$ cat config.mk
export PLATFORM = sky130hd
export DESIGN_NAME = keypad_scanner
export DESIGN_NICKNAME = d
export VERILOG_FILES = /design/src/rtl/keypad_scanner.sv
export SDC_FILE = /design/constraint.sdc
export NUM_CORES = 1
export LEC_CHECK = 0
export ABC_AREA = 1
export CAP_MARGIN = 20
export CORE_MARGIN = 5
export CORE_UTILIZATION = 50
export CTS_BUF_LIST = sky130_fd_sc_hd__clkbuf_16
export DETAILED_ROUTE_END_ITERATION = 16
export GPL_TIMING_DRIVEN = 0
export PLACE_DENSITY = 0.69
export SLEW_MARGIN = 30
export SYNTH_ARGS = -nofsm -noshare
export SYNTH_HDL_FRONTEND = slang
export SYNTH_SLANG_ARGS = --single-unit
$ cat constraint.sdc
create_clock -name clock -period 2.69 [get_ports clock]
set_input_delay 0.4035 -clock clock [delete_from_list [all_inputs] [get_ports clock]]
set_output_delay 0.4035 -clock clock [all_outputs]
set_load 0.02 [all_outputs]
$ cat src/rtl/keypad_scanner.sv
// rtl/keypad_scanner.sv - 4x4 matrix keypad column scanner with frame-based debounce
// Optional auto-repeat of a held key: define KEYPAD_REPEAT_EN.
module keypad_scanner #(
  parameter int SCAN_DIV       = 1000,
  parameter int DEBOUNCE_SCANS = 4,
  parameter int REPEAT_DELAY   = 50,
  parameter int REPEAT_SCANS   = 10
) (
  input  logic       clock,
  input  logic       reset,
  input  logic [3:0] row,
  output logic [3:0] col,
  output logic [1:0] count,
  output logic [3:0] key_code,
  output logic       key_valid,
  output logic       key_held
);

  localparam int DIV_W = (SCAN_DIV > 1) ? $clog2(SCAN_DIV) : 1;
  localparam int DEB_W = $clog2(DEBOUNCE_SCANS + 1);
  localparam logic [DIV_W-1:0] DIV_LAST = DIV_W'(SCAN_DIV - 1);
  localparam logic [DEB_W-1:0] DEB_MAX  = DEB_W'(DEBOUNCE_SCANS);
  localparam logic [DEB_W-1:0] DEB_ONE  = DEB_W'(1);
  localparam logic [1:0] F_NONE   = 2'd0;
  localparam logic [1:0] F_SINGLE = 2'd1;
  localparam logic [1:0] F_MULTI  = 2'd2;

  if (SCAN_DIV < 4 || DEBOUNCE_SCANS < 1 || REPEAT_DELAY < 1 || REPEAT_SCANS < 1) begin : g_bad_param
    $error("keypad_scanner: parameter out of range");
  end

  function automatic logic [3:0] key_map(input logic [1:0] r, input logic [1:0] c);
    logic [3:0] k;
    case ({r, c})
      4'h0: k = 4'h1;  4'h1: k = 4'h2;  4'h2: k = 4'h3;  4'h3: k = 4'hA;
      4'h4: k = 4'h4;  4'h5: k = 4'h5;  4'h6: k = 4'h6;  4'h7: k = 4'hB;
      4'h8: k = 4'h7;  4'h9: k = 4'h8;  4'hA: k = 4'h9;  4'hB: k = 4'hC;
      4'hC: k = 4'h0;  4'hD: k = 4'hF;  4'hE: k = 4'hE;  4'hF: k = 4'hD;
      default: k = 4'h0;
    endcase
    return k;
  endfunction

  logic             started_q, started_d;
  logic [DIV_W-1:0] div_q, div_d;
  logic [1:0]       count_q, count_d;
  logic [3:0]       col_q, col_d;
  logic [3:0]       row_s1_q, row_s2_q;
  logic [1:0]       acc_n_q, acc_n_d;
  logic [3:0]       acc_code_q, acc_code_d;
  logic             frame_valid_q, frame_valid_d;
  logic [1:0]       frame_kind_q, frame_kind_d;
  logic [3:0]       frame_code_q, frame_code_d;

  logic       sample;
  logic [2:0] col_n;
  logic [3:0] col_code;
  logic [1:0] base_n;
  logic [2:0] tot_n;
  logic [1:0] merged_kind;
  logic [3:0] merged_code;
  logic [1:0] next_count;

  always_comb begin
    sample   = started_q && (div_q == DIV_LAST);
    col_n    = 3'd0;
    col_code = 4'h0;
    // descending loop so the lowest pressed row supplies the code
    for (int r = 3; r >= 0; r--) begin
      if (!row_s2_q[r]) begin
        col_n    = col_n + 3'd1;
        col_code = key_map(2'(r), count_q);
      end
    end
    base_n      = (count_q == 2'd0) ? 2'd0 : acc_n_q;
    tot_n       = {1'b0, base_n} + col_n;
    merged_kind = (tot_n >= 3'd2) ? F_MULTI : tot_n[1:0];
    merged_code = (base_n != 2'd0) ? acc_code_q : col_code;
    next_count  = count_q + 2'd1;

    started_d     = 1'b1;
    div_d         = div_q;
    count_d       = count_q;
    col_d         = col_q;
    acc_n_d       = acc_n_q;
    acc_code_d    = acc_code_q;
    frame_valid_d = 1'b0;
    frame_kind_d  = frame_kind_q;
    frame_code_d  = frame_code_q;

    if (!started_q) begin
      col_d = 4'b1110;
    end else if (sample) begin
      div_d      = '0;
      count_d    = next_count;
      col_d      = ~(4'b0001 << next_count);
      acc_n_d    = merged_kind;
      acc_code_d = merged_code;
      if (count_q == 2'd3) begin
        frame_valid_d = 1'b1;
        frame_kind_d  = merged_kind;
        frame_code_d  = merged_code;
      end
    end else begin
      div_d = div_q + DIV_W'(1);
    end
  end

  always_ff @(posedge clock) begin
    if (reset) begin
      started_q     <= 1'b0;
      div_q         <= '0;
      count_q       <= 2'd0;
      col_q         <= 4'b1111;
      row_s1_q      <= 4'b1111;
      row_s2_q      <= 4'b1111;
      acc_n_q       <= 2'd0;
      acc_code_q    <= 4'h0;
      frame_valid_q <= 1'b0;
      frame_kind_q  <= F_NONE;
      frame_code_q  <= 4'h0;
    end else begin
      started_q     <= started_d;
      div_q         <= div_d;
      count_q       <= count_d;
      col_q         <= col_d;
      row_s1_q      <= row;
      row_s2_q      <= row_s1_q;
      acc_n_q       <= acc_n_d;
      acc_code_q    <= acc_code_d;
      frame_valid_q <= frame_valid_d;
      frame_kind_q  <= frame_kind_d;
      frame_code_q  <= frame_code_d;
    end
  end

  typedef enum logic [1:0] {IDLE, PRESS, HELD, RELEASE} state_t;

  state_t           state_q;
  logic [DEB_W-1:0] deb_q;
  logic [DEB_W-1:0] deb_inc;
  logic [3:0]       cand_q;
  logic [3:0]       code_q;
  logic             valid_q;
  logic             held_q;

  assign deb_inc = deb_q + DEB_ONE;

`ifdef KEYPAD_REPEAT_EN
  localparam int REP_W = $clog2(REPEAT_DELAY + REPEAT_SCANS + 1);
  logic [REP_W-1:0] rep_q;
  logic [REP_W-1:0] rep_inc;
  assign rep_inc = rep_q + REP_W'(1);
`endif

  always_ff @(posedge clock) begin
    if (reset) begin
      state_q <= IDLE;
      deb_q   <= '0;
      cand_q  <= 4'h0;
      code_q  <= 4'h0;
      valid_q <= 1'b0;
      held_q  <= 1'b0;
`ifdef KEYPAD_REPEAT_EN
      rep_q   <= '0;
`endif
    end else begin
      valid_q <= 1'b0;
      if (frame_valid_q) begin
        case (state_q)
          IDLE: begin
            if (frame_kind_q == F_SINGLE) begin
              cand_q <= frame_code_q;
              if (DEBOUNCE_SCANS == 1) begin
                code_q  <= frame_code_q;
                valid_q <= 1'b1;
                held_q  <= 1'b1;
                deb_q   <= '0;
                state_q <= HELD;
              end else begin
                deb_q   <= DEB_ONE;
                state_q <= PRESS;
              end
            end
          end
          PRESS: begin
            if (frame_kind_q != F_SINGLE) begin
              deb_q   <= '0;
              state_q <= IDLE;
            end else if (frame_code_q != cand_q) begin
              cand_q <= frame_code_q;
              deb_q  <= DEB_ONE;
            end else if (deb_inc == DEB_MAX) begin
              code_q  <= cand_q;
              valid_q <= 1'b1;
              held_q  <= 1'b1;
              deb_q   <= '0;
              state_q <= HELD;
            end else begin
              deb_q <= deb_inc;
            end
          end
          HELD: begin
            // extra keys while held are absorbed; only a clean release leaves
            if (frame_kind_q == F_NONE) begin
              if (DEBOUNCE_SCANS == 1) begin
                held_q  <= 1'b0;
                deb_q   <= '0;
                state_q <= IDLE;
              end else begin
                deb_q   <= DEB_ONE;
                state_q <= RELEASE;
              end
            end else begin
              deb_q <= '0;
            end
          end
          RELEASE: begin
            if (frame_kind_q != F_NONE) begin
              deb_q   <= '0;
              state_q <= HELD;
            end else if (deb_inc == DEB_MAX) begin
              held_q  <= 1'b0;
              deb_q   <= '0;
              state_q <= IDLE;
            end else begin
              deb_q <= deb_inc;
            end
          end
          default: state_q <= IDLE;
        endcase
      end
`ifdef KEYPAD_REPEAT_EN
      if (state_q != HELD) begin
        rep_q <= '0;
      end else if (frame_valid_q) begin
        if (frame_kind_q == F_SINGLE && frame_code_q == code_q) begin
          if (rep_inc == REP_W'(REPEAT_DELAY)) begin
            valid_q <= 1'b1;
            rep_q   <= rep_inc;
          end else if (rep_inc == REP_W'(REPEAT_DELAY + REPEAT_SCANS)) begin
            valid_q <= 1'b1;
            rep_q   <= REP_W'(REPEAT_DELAY);
          end else begin
            rep_q <= rep_inc;
          end
        end else begin
          rep_q <= '0;
        end
      end
`endif
    end
  end

  assign col       = col_q;
  assign count     = count_q;
  assign key_code  = code_q;
  assign key_valid = valid_q;
  assign key_held  = held_q;

endmodule

==> results.toml, run 1 <==
[placement]
gp_congestion = 0.858
hpwl_um = 4020
port_buffers = 16

[yosys]
synth_mux_area_frac = 0.00365
syn_area_per_cell_sq_um = 7.13
ys_ff_latch = 53
seq_area_frac_synth = 0.387
netlist_area_sq_mm = 0.00274
synthAdderAreaFrac = 0.0711
synth_fp_nets = 406
yosysWarningCount = 0
synth_top_family_by_area = "simple AND/OR/NAND/NOR gates"
netlist_instances = 385
synth_simple_gate_area_share = 0.319
yosys.area_share.xor_xnor = 0.0223
synth_compound_area_frac = 0.0967
synth_cell_type_count = 37

[timing]
period_minus_slack_ns = 2.57
finalCritPeriodShare = 0.955
hold_viol_final = 0
timing.hold.ws_ns = 0.409
max-slew-margin-rel = 0.648
clock.fmax_ghz = 0.389
fin_skew_ns = 0.00680
worst_pin_slew_ns = 0.527
slew_viol_final = 0
setup_viol = 0

[clock_tree]
cts_sinks = 53
h-tree-depth = 2
cts-root-buf = "clkbuf_16"
numCtsBuffers = 5
clk_latency_ns = 0.29
path_clk_slew_ns = 0.07
clock_path_buffers = 2
postCtsSetupBuffers = 0
cts_tree = "done"

[cells_and_area]
diodes = 0
layout.nets = 429
area_delta_synth_final_pct = 16.2
drive_above_1_share = 0.108

[die]
die_y_um = 84.1
io_pins = 18
start_util = 0.508
die_x_um = 84.1
dieArea_sq_mm = 0.00707
core_sq_mm = 0.00541
num_rows = 27

[grt]
grt_start_max_net_pins = 17
globalRouteOverflowTotal = 0
grt_usage = 0.172
antenna_found_initial = 0
grt_pass1_wl_um = 10200
grt_pass1_vias = 2343

[setup_path]
reg2reg_slack_ns = 0.12
endpoint_kind = "register"
crit_buf_inv = 1
critical_path.max_stage_delay_ns = 0.41
path_cells = "inv_1, ha_4, xnor2_4, ha_1, nand2_1, nand2_1, fa_1, nand3b_1, nand2_1, xor2_2, nand2_2, nor2_1, nor2_1"
worstPathArrival_ns = 2.75
worstSetupPathType = "reg2reg"
path_delay_family = "adder cells"
slowest_stage = "fa_1"
critPathLaunchType = "register"
crit_fanout = 8
cpMostUsedCell = "nand2_1"
required_ns = 2.87

[drt]
drtPass1Iterations = 4
wl_per_cell_um = 11.5
post-route-drc-count = 0
via_per_inst = 4.86
ant_nets = 0
first_iter_violations = 137
vias = 2338
drt_wl_total_um = 5530

[hold_path]
hp-class = "reg2reg"

[outcome]
status = "finished, final reports clean"

[pwr]
p_per_area_mw_per_mm2 = 470
peakVddDrop_uv = 235
cellLeakagePower_nw = 1.45
total_power_mw = 1.50

[job]
drv_cap = 0
cell families (layout without fill, tap and decap cells):
group | Yosys count | count (layout)
AO/OA/AOI/OAI | 50 | 50
XOR/XNOR | 7 | 7
adder cells (fa/ha/maj) | 15 | 15
buffers and inverters | 70 | 94
flip-flops | 53 | 53
multiplexers | 1 | 1
AND/OR/NAND/NOR | 189 | 189
layer usage:
metal | up-vias | share of wire | GRT usage
met1 | 1056 | 0.50 | 0.222
met5 | - | 0 | 0
met4 | 0 | 0.010 | 0.0482
met3 | 5 | 0.027 | 0.0296
li1 | 1247 | - | -
met2 | 30 | 0.46 | 0.292
report_power, final:
group / internal, mW / switching, mW
clock: 0.341 / 0.273
combinational: 0.0364 / 0.0476
sequential: 0.794 / 0.00729
total: 1.17 / 0.328
cell usage after synthesis:
library cell | instances | area [sq um]
a211oi_1 | 1 | 7.51
a21oi_1 | 13 | 65.1
buf_2 | 3 | 15.0
buf_6 | 1 | 11.3
clkbuf_1 | 2 | 7.51
clkbuf_2 | 1 | 5.00
dfxtp_1 | 53 | 1060
fa_1 | 1 | 20.0
ha_1 | 14 | 175
inv_1 | 61 | 229
inv_2 | 2 | 7.51
mux2i_1 | 1 | 10.0
nand2_1 | 83 | 312
nand2_2 | 4 | 25.0
nand3_1 | 23 | 115
nand3_2 | 1 | 10.0
nand3b_1 | 1 | 7.51
nand3b_2 | 1 | 11.3
nand4_1 | 5 | 31.3
nand4_4 | 1 | 21.3
nor2_1 | 49 | 184
nor2_2 | 1 | 6.26
nor2_4 | 2 | 22.5
nor3_1 | 2 | 10.0
nor3_2 | 2 | 20.0
nor3_4 | 1 | 16.3
nor3b_1 | 2 | 15.0
nor4_1 | 1 | 6.26
o211a_1 | 1 | 10.0
o211ai_1 | 1 | 7.51
o21ai_0 | 26 | 130
o21ai_1 | 4 | 20.0
o22ai_1 | 4 | 25.0
or2_0 | 1 | 6.26
or2_2 | 9 | 56.3
xnor2_1 | 3 | 26.3
xor2_1 | 4 | 35.0
flip-flops by register name, indices dropped and copies added (netlist names), 3 cells and up:
| name | cells |
|---|---|
| acc_code_q | 4 |
| cand_q | 4 |
| col | 4 |
| deb_q | 3 |
| div_q | 10 |
| frame_code_q | 4 |
| key_code | 4 |
| row_s1_q | 4 |
| row_s2_q | 4 |
worst paths after layout:
path / start / to / depth (start not counted)
worst max-delay path: row_s2_q[2]$_SDFF_PP1_ / frame_kind_q[1]$_SDFFE_PP0P_ / 13
worst min-delay path: row_s1_q[3]$_SDFF_PP1_ / row_s2_q[3]$_SDFF_PP1_ / 1
worst max register to register: row_s2_q[2]$_SDFF_PP1_ / frame_kind_q[1]$_SDFFE_PP0P_ / 13
worst min register to register: row_s1_q[3]$_SDFF_PP1_ / row_s2_q[3]$_SDFF_PP1_ / 1
area by class of cell:
cell class | count | area (sq um)
inverters | 63 | 236
repair buffers | 16 | 160
plain buffers | 7 | 38.8
well taps | 72 | 90.1
flip-flops and latches | 53 | 1070
fillers | 525 | 2220
clock inverters | 3 | 17.5
clock buffers | 5 | 125
multi-input cells | 262 | 1450
stage by stage:
stage	setup WS, ns	instance area (sq um)	cells	util	TNS, ns
3_3_place_gp	-0.0351	2990	473	0.554	-0.0420
5_1_grt	-0.0478	3190	481	0.590	-0.0827
3_5_place_dp	-0.0697	2990	473	0.554	-0.203
6_report	0.122	3190	481	0.590	0
4_1_cts	0.0363	3150	481	0.582	0
2_1_floorplan	0.206	2740	385	-	0
placed cells by master, fill, tap and decap left out, types with 2 or more instances in the layout:
cell type        netlist  final
a21oi_1               13     13
buf_2                  3      3
clkbuf_1               2      2
clkbuf_16              0      5
clkdlybuf4s50_1        0     16
clkinv_2               0      2
dfxtp_1               53     51
ha_1                  14     13
inv_1                 61     61
inv_2                  2      2
nand2_1               83     82
nand2_2                4      5
nand3_1               23     22
nand3_2                1      2
nand4_1                5      5
nor2_1                49     49
nor2_4                 2      2
nor3_1                 2      2
nor3_2                 2      2
nor3b_1                2      2
o21ai_0               26     26
o21ai_1                4      4
o22ai_1                4      4
or2_2                  9      9
xnor2_1                3      2
xor2_1                 4      3
what timing repair did:
| item | CTS | global route |
|---|---|---|
| endpoints found under the hold margin | 0 | 0 |
| cloned | 0 | 0 |
| pin swaps | 0 | 2 |
| hold buffers | 0 | 0 |
| gates resized for setup | 2 | 7 |
| endpoints found under the setup margin | 4 | 4 |
Note: power is estimated with default switching activity, not from simulation.
==> inputs of run 2 (changes only) <==
--- a/config.mk
+++ b/config.mk
@@ -12,7 +12,8 @@
 export CTS_BUF_LIST = sky130_fd_sc_hd__clkbuf_16
 export DETAILED_ROUTE_END_ITERATION = 16
 export GPL_TIMING_DRIVEN = 0
-export PLACE_DENSITY = 0.69
+export HOLD_SLACK_MARGIN = 0.02
+export PLACE_DENSITY = 0.76
 export SLEW_MARGIN = 30
 export SYNTH_ARGS = -nofsm -noshare
 export SYNTH_HDL_FRONTEND = slang
==> results.toml, run 2 (synthesized netlist as in run 1, its figures left out) <==
[outcome]
status = "finished, final reports clean"

[die]
core_sq_mm = 0.00541
io_pins = 18
dieArea_sq_mm = 0.00707
die_y_um = 84.1
num_rows = 27
die_x_um = 84.1
start_util = 0.508

[cells_and_area]
regArea_sq_mm = 0.00107
largest_reg_flops = 10
fillerInstances = 496
final_cell_mix = "83 x nand2_1, 61 x inv_1, 51 x dfxtp_1"
multi_input_area_sq_mm = 0.00143
layout.nets = 429
diodes = 0
area_delta_synth_final_pct = 17.1
drive_above_1_share = 0.100
final_common_cell = "nand2_1"
top_register = "div_q"
final_core_util = 0.594

[drt]
wl_per_cell_um = 11.6
first_iter_violations = 156
vias = 2369
post-route-drc-count = 0
drtPass1Iterations = 4
drt_wl_total_um = 5580
ant_nets = 0
via_per_inst = 4.93

[clock_tree]
cts_sinks = 53
clock_path_buffers = 2
cts_tree = "done"
clk_latency_ns = 0.30
hold_buffers = 0
path_clk_slew_ns = 0.07
h-tree-depth = 2
cts-root-buf = "clkbuf_16"
numCtsBuffers = 5

[timing]
worst_pin_slew_ns = 0.460
fin_skew_ns = 0.00861
clock.fmax_ghz = 0.398
max-slew-margin-rel = 0.694
setup_viol = 0
grt_setup_unrepaired = "false"
slew_viol_final = 0
hold_viol_final = 0
finalCritPeriodShare = 0.934
period_minus_slack_ns = 2.51

[pwr]
peakVddDrop_uv = 321
cellLeakagePower_nw = 1.47
total_power_mw = 1.71
p_per_area_mw_per_mm2 = 532

[placement]
gp_congestion = 0.894
port_buffers = 16
hpwl_um = 4050

[setup_path]
critPathLaunchType = "register"
crit_fanout = 8
required_ns = 2.94
endpoint_kind = "register"
worstSetupPathType = "reg2reg"
worstPathArrival_ns = 2.76

[grt]
globalRouteOverflowTotal = 0
grt_pass1_vias = 2303
grt_start_max_net_pins = 18
antenna_found_initial = 0
grt_pass1_wl_um = 10000
grt_usage = 0.171

[hold_path]
hp-class = "reg2reg"

[job]
drv_cap = 0
[run 2: cell types whose count changed in the layout (fill, tap and decap cells not counted), sizes merged]
cell and delta:
clkinvlp -1, inv +1, bufinv +2, clkinv -2
[run 2: timing repair]
item,4_1_cts,5_1_grt
buffers inserted,0,0
resized for setup,1,4
pin swaps,0,2
setup endpoints to repair,4,4
[run 2: layer usage]
metal	wire (um)	GRT usage
met5	0	0
met4	84	0.0570
met3	235	0.0306
met2	2770	0.306
met1	2490	0.204
[run 2: power by group]
part	switching, mW	total, mW	internal [mW]	leakage, nW
clock	0.294	0.830	0.536	0.0944
combinational	0.0445	0.0772	0.0327	0.947
sequential	0.00758	0.801	0.794	0.430
total	0.346	1.71	1.36	1.47
[run 2: critical path: stages (launching register included)]
cell and delay (ns):
dfxtp_4 0.38, inv_1 0.08, ha_4 0.26, xnor2_2 0.14, ha_1 0.29, nand2_1 0.07
nand2_1 0.07, fa_1 0.40, nand3b_1 0.16, nand2_1 0.08, xor2_1 0.17, nand3_1 0.16
nand2_1 0.09, nand2_1 0.05, inv_1 0.05
[run 2: area by class of cell]
type                            count  area share
Clock buffer                        5      0.0389
Multi-Input combinational cell    262       0.444
Buffer                              7      0.0121
Inverter                           63      0.0736
Timing Repair Buffer               16      0.0498
Sequential cell                    53       0.332
Tap cell                           72      0.0280
Clock inverter                      3      0.0214
[run 2: final timing paths]
kind | start | to | slack [ns] | depth (start not counted)
setup / recovery | row_s2_q[2]$_SDFF_PP1_ | frame_kind_q[0]$_SDFFE_PP0P_ | 0.18 | 14
hold / removal | row_s1_q[3]$_SDFF_PP1_ | row_s2_q[3]$_SDFF_PP1_ | 0.40 | 1
setup reg to reg | row_s2_q[2]$_SDFF_PP1_ | frame_kind_q[0]$_SDFFE_PP0P_ | 0.18 | 14
hold reg to reg | row_s1_q[3]$_SDFF_PP1_ | row_s2_q[3]$_SDFF_PP1_ | 0.40 | 1
[run 2: metrics by stage]
| stage | area [sq um] | setup TNS (ns) | instances | worst slack (ns) | hold slack, ns |
|---|---|---|---|---|---|
| global route | 3210 | 0 | 481 | 0.0281 | 0.434 |
| floorplan | 2740 | 0 | 385 | 0.206 | 0.389 |
| CTS | 3190 | 0 | 481 | 0.0373 | 0.410 |
| finish | 3210 | 0 | 481 | 0.177 | 0.405 |
| detailed placement | 2990 | -0.0264 | 473 | -0.0143 | 0.399 |
| global placement | 2990 | 0 | 473 | 0.00365 | 0.391 |
